**src/rtl/pipe_stage_reg.sv**
```systemverilog
// Valid/ready pipeline register between decode and execute with a stall counter.
// Defining PIPE_STAGE_SKID_EN adds a one-entry skid buffer and a registered in_ready.
module pipe_stage_reg #(
  parameter int unsigned CTRL_W = 8,
  parameter int unsigned DATA_W = 111
) (
  input  logic              clk,
  input  logic              rst,
  input  logic              in_valid,
  output logic              in_ready,
  input  logic [CTRL_W-1:0] in_ctrl,
  input  logic [DATA_W-1:0] in_data,
  input  logic              flush,
  output logic              out_valid,
  input  logic              out_ready,
  output logic [CTRL_W-1:0] out_ctrl,
  output logic [DATA_W-1:0] out_data,
  output logic [15:0]       stall_cnt
);

  logic              main_valid;
  logic [CTRL_W-1:0] main_ctrl;
  logic [DATA_W-1:0] main_data;
  logic              in_xfer;
  logic              out_xfer;

  assign in_xfer   = in_valid && in_ready;
  assign out_xfer  = main_valid && out_ready;
  assign out_valid = main_valid;
  assign out_data  = main_data;
  // An empty stage must look like a NOP downstream.
  assign out_ctrl  = main_valid ? main_ctrl : '0;

  always_ff @(posedge clk) begin
    if (rst) begin
      stall_cnt <= '0;
    end else if (main_valid && !out_ready && (stall_cnt != '1)) begin
      stall_cnt <= stall_cnt + 16'd1;
    end
  end

`ifdef PIPE_STAGE_SKID_EN
  logic              skid_valid;
  logic [CTRL_W-1:0] skid_ctrl;
  logic [DATA_W-1:0] skid_data;
  logic              ready_q;
  logic              main_valid_n;
  logic [CTRL_W-1:0] main_ctrl_n;
  logic [DATA_W-1:0] main_data_n;
  logic              skid_valid_n;
  logic [CTRL_W-1:0] skid_ctrl_n;
  logic [DATA_W-1:0] skid_data_n;

  assign in_ready = ready_q;

  always_comb begin
    main_valid_n = main_valid;
    main_ctrl_n  = main_ctrl;
    main_data_n  = main_data;
    skid_valid_n = skid_valid;
    skid_ctrl_n  = skid_ctrl;
    skid_data_n  = skid_data;
    if (flush) begin
      main_valid_n = 1'b0;
      main_ctrl_n  = '0;
      skid_valid_n = 1'b0;
    end else if (!main_valid || out_xfer) begin
      // Main frees up: the older skid entry goes first to keep order.
      if (skid_valid) begin
        main_valid_n = 1'b1;
        main_ctrl_n  = skid_ctrl;
        main_data_n  = skid_data;
        if (in_xfer) begin
          skid_ctrl_n = in_ctrl;
          skid_data_n = in_data;
        end else begin
          skid_valid_n = 1'b0;
        end
      end else if (in_xfer) begin
        main_valid_n = 1'b1;
        main_ctrl_n  = in_ctrl;
        main_data_n  = in_data;
      end else begin
        main_valid_n = 1'b0;
      end
    end else if (in_xfer) begin
      skid_valid_n = 1'b1;
      skid_ctrl_n  = in_ctrl;
      skid_data_n  = in_data;
    end
  end

  always_ff @(posedge clk) begin
    if (rst) begin
      main_valid <= 1'b0;
      main_ctrl  <= '0;
      main_data  <= '0;
      skid_valid <= 1'b0;
      skid_ctrl  <= '0;
      skid_data  <= '0;
      ready_q    <= 1'b1;
    end else begin
      main_valid <= main_valid_n;
      main_ctrl  <= main_ctrl_n;
      main_data  <= main_data_n;
      skid_valid <= skid_valid_n;
      skid_ctrl  <= skid_ctrl_n;
      skid_data  <= skid_data_n;
      ready_q    <= !skid_valid_n;
    end
  end
`else
  assign in_ready = !main_valid || out_ready;

  always_ff @(posedge clk) begin
    if (rst) begin
      main_valid <= 1'b0;
      main_ctrl  <= '0;
      main_data  <= '0;
    end else if (flush) begin
      main_valid <= 1'b0;
      main_ctrl  <= '0;
    end else if (in_xfer) begin
      main_valid <= 1'b1;
      main_ctrl  <= in_ctrl;
      main_data  <= in_data;
    end else if (out_xfer) begin
      main_valid <= 1'b0;
    end
  end
`endif

endmodule

```
**config.mk**
```make
export PLATFORM = sky130hd
export DESIGN_NAME = pipe_stage_reg
export DESIGN_NICKNAME = d
export VERILOG_FILES = /design/src/rtl/pipe_stage_reg.sv
export SDC_FILE = /design/constraint.sdc
export NUM_CORES = 1
export LEC_CHECK = 0
export CAP_MARGIN = 20
export CORE_MARGIN = 5
export CORE_UTILIZATION = 32
export CTS_CLUSTER_SIZE = 25
export DETAILED_ROUTE_END_ITERATION = 8
export PLACE_DENSITY = 0.67
export SETUP_SLACK_MARGIN = 0.3
export SLEW_MARGIN = 25
export SYNTH_ARGS = -nofsm -noshare
export SYNTH_HDL_FRONTEND = slang
export SYNTH_SLANG_ARGS = --single-unit
```
**constraint.sdc**
```tcl
create_clock -name clk -period 2.5 [get_ports clk]
set_clock_uncertainty 0.15 [all_clocks]
set_input_delay 0.25 -clock clk [delete_from_list [all_inputs] [get_ports clk]]
set_output_delay 0.25 -clock clk [all_outputs]
set_load 0.02 [all_outputs]
```
# == After elaboration in Yosys (flattened, before gate mapping) ==
# Cells that the tools add are included.
# op_classes
n_addsub,1
n_eq_ne,1
mux,3
bitwise,1
n_reduce_logical,10
# op_table
cell,n
$add 16x1->16 const B,1
$ne 16x16->1 const B,1
$mux 8,1
$logic_and 1x1->1,4
$logic_not 1->1,2
$mux 1,2
$reduce_and 2->1,1
$reduce_bool 2->1,1
$reduce_or 2->1,1
$logic_or 1x1->1,1
$not 1->1,1
# totals
reg_bits,136
in_bits,124
output_inout_bits,137
elab_cells,20

# == Logic depth before layout (Yosys ltp) ==
# Gate-level depths: netlist of the first run.
# logic_depth
word_depth,4
ltp_mapped,7
depth_no_buf,5

# == Least setup slack after synthesis of the first run ==
# No wires, ideal clock.
# synth_timing
path_type,flip-flop to flip-flop
from,register stall_cnt[0]
to,register stall_cnt[2]
setup_ps,121
t_arrival_ps,1802
required_time_ps,2229
slack_ps,427
stages_incl_launch_ff,7
n_path_buf,1
period_less_slack_ps,2073
path_cell_list,dfxtp_1 ha_1 nand4_1 nor4_2 buf_2 nor3b_1 mux2_2
# synth_between
elab_chain_len,2
elab_cells_between_ends,3
cone_classes,add/sub (1); eq/ne (1); reduce/logical (1)
# synth_lines
item,line_no,source
start: declaration,18,output logic [15:0] stall_cnt
start signal: assignment,38,stall_cnt <= stall_cnt + 16'd1;
branches (longest 2 deep; another with $add 16x1->16),n/a,
# Several ways; the timed one is not identified.
# A chain may end at the register's enable or synchronous reset.

# == Worst setup path after layout of the first run ==
# layout_timing
from,input port out_ready
to,output port in_ready
# layout_between
elab_chain_len,1
# layout_lines
item,line_no,source
start: declaration,15,"input logic out_ready,"
$logic_or 1x1->1,113,assign in_ready = !main_valid || out_ready;
end: declaration,10,"output logic in_ready,"
# No other way between the ends.

==> flow_summary.yaml, run 1 <==
outcome:
  outcome: "complete, no violations"
synthesis:
  top_reg_cell_synth: "dfxtp_1"
  synth.cell_area_um2: 4990
  synth_cells: 628
  postSynthRegisterBits: 136
  async_reset_ff_frac: 0
  synth_edf_count: 0
  synth.lib_cells_used.distinct: 34
  synth.yosys.seq_area_share: 0.545
  synth_fp_nets: 753
  yosys_warnings: 0
  syn_area_per_cell_um2: 7.95
grt:
  vias_in_the_first_global_route: 4691
  pin_count_of_the_biggest_net_entering_global_routing: 74
  grt_antenna_before_repair: 0
  gr-total-overflow: 0
  grt_first_pass_wirelength_mm: 24.6
  all_layer_gr_usage: 0.170
placed_design:
  dpl.hpwl_mm: 11.3
  gpl.final_weighted_congestion: 0.755
  placement.io_buffers: 260
timing:
  tightestPinTransition_ns: 0.672
  finalHoldViolCount: 0
  final.period_utilization: 0.840
  maxClockFrequency_ghz: 0.476
  rsz_0062_raised_after_global_routing: "yes"
  slew-limit-headroom: 0.552
  timing.final.setup_violations: 0
  final_period_minus_worst_setup_slack_ns: 2.10
  tns_ns: 0
  report.final.slew_viol_count: 0
critical_path:
  crit_path_launch_type: "input port"
  crit_path_max_fanout: 28
  slowest_delay_ns: 0.62
  cp_data_required_time_ns: 2.10
  crit_path_end_kind: "output port"
  cp_data_arrival_time_ns: 1.70
  cpMostUsedCell: "clkdlybuf4s50_1"
  critical_path.cell_chain: "clkdlybuf4s50_1 -> nand2b_1 -> buf_12 -> clkdlybuf4s50_1"
  timing_worst_setup_path_type: "input port to output port"
  critical_path_s_slowest_cell: "clkdlybuf4s50_1"
routing:
  routed_wire_length_per_instance_um: 14.7
  num_vias: 5070
  vias_per_cell: 4.62
  detail_route.first_pass.iterations: 4
  antenna_left: 0
  drc_marker_count_from_the_first_detailed_route_iteration: 213
  remaining_drc_errors: 0
  routed_wirelength_mm: 16.1
final_layout:
  post_route_cells_drive_above_1_share: 0.0609
  diodes: 0
  finish.net_count: 1000
  final_core_utilization: 0.550
  area.growth.synth_to_final_pct: 68.0
floorplan:
  num_rows: 45
  fp.dieArea_um2: 18200
  floorplan.core_area_um2: 15300
  die_width_um: 135
  chipHeight_um: 135
  effective_utilization_at_floorplan: 0.327
  pin_count: 261
clock_network:
  tritoncts_clock_tree: "yes"
  max-clock-path-buffers: 2
  h-tree-depth: 4
  cts_sinks: 136
  cts.root.buffer_cell: "clkbuf_16"
  clkTransAtPathRegs_ns: 0.06
  clk_latency_ns: 0.41
  post_cts_hold_buffer_count: 0
  cts_buffers: 17
pwr:
  vdd.ir_drop.worst_mv: 0.395
  power.leakage_nw: 2.96
  power.density_nw_per_um2: 628
  post-layout-total-power_mw: 5.27
flow_run:
  max_cap_violations: 0
min_path:
  hold_class: "input port to register"
-- registers in the layout, summed over array words and instances (netlist names) --
| register | flops |
|---|---|
| out_data | 111 |
| stall_cnt | 16 |
| main_ctrl | 8 |
| out_valid | 1 |
-- where the power goes --
group	internal [mW]	leakage (nW)	switching (mW)
Combinational	0.383	1.60	0.340
Clock	1.36	0.257	0.891
Sequential	2.26	1.11	0.0417
Total	4.00	2.96	1.27
-- metal layers --
metal  vias to the layer above  part of all wire  GRT usage
met1                      2293              0.41      0.198
met4                         0             0.026     0.0730
met2                       172              0.47      0.273
li1                       2574                 -          -
met5                         -                 0          0
met3                        31             0.095     0.0719
-- area by class of cell --
| class | count | area (um2) |
|---|---|---|
| fill | 1472 | 6870 |
| clock buffer | 23 | 488 |
| sequential | 136 | 2720 |
| multi-input combinational | 446 | 2090 |
| timing repair buffer | 272 | 2770 |
| inverter | 2 | 7.51 |
| tap | 211 | 264 |
| clock inverter | 7 | 46.3 |
-- cell usage in the layout (no fill, tap or decap), types with 3 or more instances in the layout --
cell type / n
or4_1: 3
nand4_1: 3
nand2_1: 234
o21ai_0: 3
buf_12: 6
dfxtp_1: 136
and2_1: 8
nor2_1: 5
clkinv_2: 3
o31ai_1: 5
nor2b_1: 4
mux2_2: 4
nor4_1: 3
clkinvlp_4: 3
nor3_1: 4
clkbuf_8: 4
clkdlybuf4s50_1: 259
clkbuf_16: 17
or3_1: 5
a21oi_1: 129
buf_4: 7
nand3_1: 13
-- cell usage after synthesis, types with 3 or more instances --
cell,count,area [um2]
buf_2,11,55.1
nor4_1,3,18.8
mux2_2,4,45.0
and2_1,8,50.1
o21ai_0,3,15.0
dfxtp_1,136,2720
clkbuf_1,29,109
nand4_1,3,18.8
a21oi_1,129,646
o31ai_1,5,37.5
nor3_1,4,20.0
nand3_1,13,65.1
or3_1,6,37.5
nor2b_1,4,25.0
nor2_1,5,18.8
nor3b_1,3,22.5
nand2_1,234,878
or4_1,3,22.5
buf_1,4,15.0
-- final timing paths --
check,startpoint,endpoint,slack [ns],cells past startpoint
min,rst,out_data[1]$_SDFFE_PP0P_,0.20,2
min reg2reg,main_ctrl[7]$_SDFFE_PP0P_,main_ctrl[7]$_SDFFE_PP0P_,0.30,2
max,out_ready,in_ready,0.40,4
max reg2reg,stall_cnt[0]$_SDFFE_PP0P_,stall_cnt[13]$_SDFFE_PP0P_,0.43,6
-- stage by stage --
stage               hold slack (ns)  setup WS, ns  cells  cell area (um2)
finish                        0.200         0.401   1097             8390
global route                  0.222         0.246   1097             8390
CTS                           0.214         0.395   1095             8370
detailed placement            0.292         0.178   1065             7830
global placement              0.289         0.234   1065             7830
floorplan                     0.236         0.427    628             4990
-- timing repair --
item,CTS,global route
buffers inserted,0,2
gates resized for setup,0,1
endpoints found under the setup margin,0,3
-- critical path: cells and delay by family --
family,cells,cell delay [ns]
buffers and inverters,3,1.27
and+or+nand+nor,1,0.18
-- kinds of logic (layout without fill, tap and decap cells) --
kind of cell | Yosys count | in the layout | share of synthesized area
AO/OA/AOI/OAI | 142 | 142 | 0.148
adder cells (fa/ha/maj) | 1 | 1 | 0.00251
buffers and inverters | 46 | 304 | 0.0373
flip-flops | 136 | 136 | 0.545
multiplexers | 4 | 4 | 0.00902
AND/OR/NAND/NOR | 299 | 299 | 0.257
Power figures use the tool's default switching activity.
==> run 2: changes to the inputs <==
--- a/config.mk
+++ b/config.mk
@@ -10,7 +10,7 @@
 export CORE_UTILIZATION = 32
 export CTS_CLUSTER_SIZE = 25
 export DETAILED_ROUTE_END_ITERATION = 8
-export PLACE_DENSITY = 0.67
+export PLACE_DENSITY = 0.7
 export SETUP_SLACK_MARGIN = 0.3
 export SLEW_MARGIN = 25
 export SYNTH_ARGS = -nofsm -noshare
==> constraint.sdc (replaced) <==
create_clock -name clk -period 1.7 [get_ports clk]
set_clock_uncertainty 0.15 [all_clocks]
set_input_delay 0.17 -clock clk [delete_from_list [all_inputs] [get_ports clk]]
set_output_delay 0.17 -clock clk [all_outputs]
set_load 0.02 [all_outputs]
==> run 2 against run 1 <==
  * The flow now finishes with violations (negative hold slack, negative setup slack)
  * Critical path depth is the same
  * Utilization increased by 17 points
  * Non-clock buffer count up 107
  * Setup slack lost 0.53 ns
  * Sequential share of layout area decreased by 7.3 points
  * Sequential cell count unchanged
  * Global-route usage increased by 4.3 points
  * Clock power up 56%
  * Largest cell class unchanged
==> flow_summary.yaml, run 2 (synthesized netlist as in run 1, its figures left out) <==
min_path:
  hold_start: "rst"
  whs_path_depth: 2
  hold_class: "input port to register"
  hold_end: "stall_cnt[12]$_SDFFE_PP0P_"
pwr:
  vdd.ir_drop.worst_mv: 0.787
  post-layout-total-power_mw: 8.59
  power.density_nw_per_um2: 783
  power.leakage_nw: 4.62
clock_network:
  clkTransAtPathRegs_ns: 0.06
  cts_sinks: 136
  h-tree-depth: 4
  cts.root.buffer_cell: "clkbuf_16"
  max-clock-path-buffers: 2
  clk_latency_ns: 0.41
  cts_buffers: 17
  tritoncts_clock_tree: "yes"
routing:
  detail_route.first_pass.iterations: 4
  drc_marker_count_from_the_first_detailed_route_iteration: 151
  antenna_left: 0
  routed_wirelength_mm: 21.8
  vias_per_cell: 4.83
  remaining_drc_errors: 0
  num_vias: 5821
  routed_wire_length_per_instance_um: 18.1
grt:
  all_layer_gr_usage: 0.213
  grt_first_pass_wirelength_mm: 30.4
  vias_in_the_first_global_route: 5737
  gr-total-overflow: 0
  pin_count_of_the_biggest_net_entering_global_routing: 41
  grt_antenna_before_repair: 0
placed_design:
  preCtsSetupSlack_ns: -0.371
  gpl.final_weighted_congestion: 0.781
  placement.io_buffers: 260
  numPlacedInstances: 1114
  dpl.hpwl_mm: 12.0
critical_path:
  crit_path_launch_type: "register"
  register_to_register_setup_slack_ns: -0.13
  worst-r2r-cell-count: 4
  crit_path_end_kind: "register"
  timing_worst_setup_path_type: "register to register"
  cp_data_required_time_ns: 1.88
  worstReg2RegStart: "stall_cnt[7]$_SDFFE_PP0P_"
  crit_path_max_fanout: 4
  r2r-end: "stall_cnt[9]$_SDFFE_PP0P_"
  cp_data_arrival_time_ns: 2.01
timing:
  timing.final.setup_violations: 100
  fin_worst_hold_slack_ns: -0.0447
  final.period_utilization: 1.08
  finalHoldViolCount: 8
  final_period_minus_worst_setup_slack_ns: 1.83
  worst_slack_ns: -0.131
  rsz_0062_raised_after_global_routing: "yes"
  report.final.slew_viol_count: 0
  tightestPinTransition_ns: 0.644
  slew-limit-headroom: 0.571
  maxClockFrequency_ghz: 0.546
final_layout:
  post_route_cells_drive_above_1_share: 0.592
  layout.cells.non_filler: 1204
  finish.net_count: 1107
  area.growth.synth_to_final_pct: 120
  diodes: 0
  mostFrequentLayoutCells: "clkdlybuf4s50_1, dfxtp_1, a21oi_2, clkbuf_2, nand2_4"
  layout_commonest_cell: "clkdlybuf4s50_1"
  number_of_flip_flops_in_the_largest_register: 111
floorplan:
  effective_utilization_at_floorplan: 0.327
  floorplan.core_area_um2: 15300
  pin_count: 261
  chipHeight_um: 135
  die_width_um: 135
  num_rows: 45
  fp.dieArea_um2: 18200
outcome:
  failed_checks: "negative hold slack, negative setup slack"
  outcome: "finished with violations"
flow_run:
  max_cap_violations: 0
[run 2: final cells by class]
type,instances,area (um2)
Timing Repair Buffer,379,3920
Clock inverter,7,67.6
Inverter,2,7.51
Clock buffer,23,488
Tap cell,211,264
Multi-Input combinational cell,446,3470
Sequential cell,136,2760
Fill cell,1074,4290
[run 2: worst max path at each step]
stage	startpoint	to	cells after the start	slack, ns
floorplan	stall_cnt[3]$_SDFFE_PP0P_	stall_cnt[9]$_SDFFE_PP0P_	4	-0.13
global placement	out_ready	stall_cnt[9]$_SDFFE_PP0P_	5	-0.35
detailed placement	out_ready	out_data[85]$_SDFFE_PP0P_	8	-0.37
CTS	stall_cnt[3]$_SDFFE_PP0P_	stall_cnt[13]$_SDFFE_PP0P_	4	-0.12
global route	out_valid$_SDFFE_PP0P_	out_data[90]$_SDFFE_PP0P_	10	-0.19
finish	stall_cnt[7]$_SDFFE_PP0P_	stall_cnt[9]$_SDFFE_PP0P_	4	-0.13
[run 2: metal layers]
| metal | vias to the layer above | wire, um | track usage |
|---|---|---|---|
| met4 | 0 | 545 | 0.0792 |
| li1 | 2802 | - | - |
| met2 | 206 | 11600 | 0.388 |
| met3 | 41 | 1570 | 0.0682 |
| met5 | - | 0 | 0 |
| met1 | 2772 | 8110 | 0.229 |
[run 2: what timing repair did]
action / in CTS / in global routing
hold endpoints to repair: 9 / 8
endpoints found under the setup margin: 272 / 244
gates cloned: 18 / 5
setup buffers: 34 / 3
pin swaps: 124 / 107
gates resized for setup: 598 / 333
[run 2: where the power goes]
group | leakage [nW] | switching (mW) | internal, mW
Combinational | 3.22 | 0.807 | 0.882
Sequential | 1.12 | 0.0945 | 3.31
Clock | 0.272 | 1.35 | 2.15
Total | 4.62 | 2.25 | 6.34
[run 2: critical path, cell delays in order, from the launching register on]
cell and delay (ns):
dfxtp_4 0.36, nand3_4 0.09, or4_4 0.54, or4_1 0.48, a21oi_1 0.14
[run 2: through the flow]
step | utilization | setup TNS, ns | instance area [um2]
after floorplan | - | -0.436 | 5260
after global placement | 0.543 | -34.05 | 8290
after detailed placement | 0.543 | -39.14 | 8290
after CTS | 0.683 | -2.26 | 10400
after global routing | 0.719 | -13.83 | 11000
final | 0.719 | -5.23 | 11000
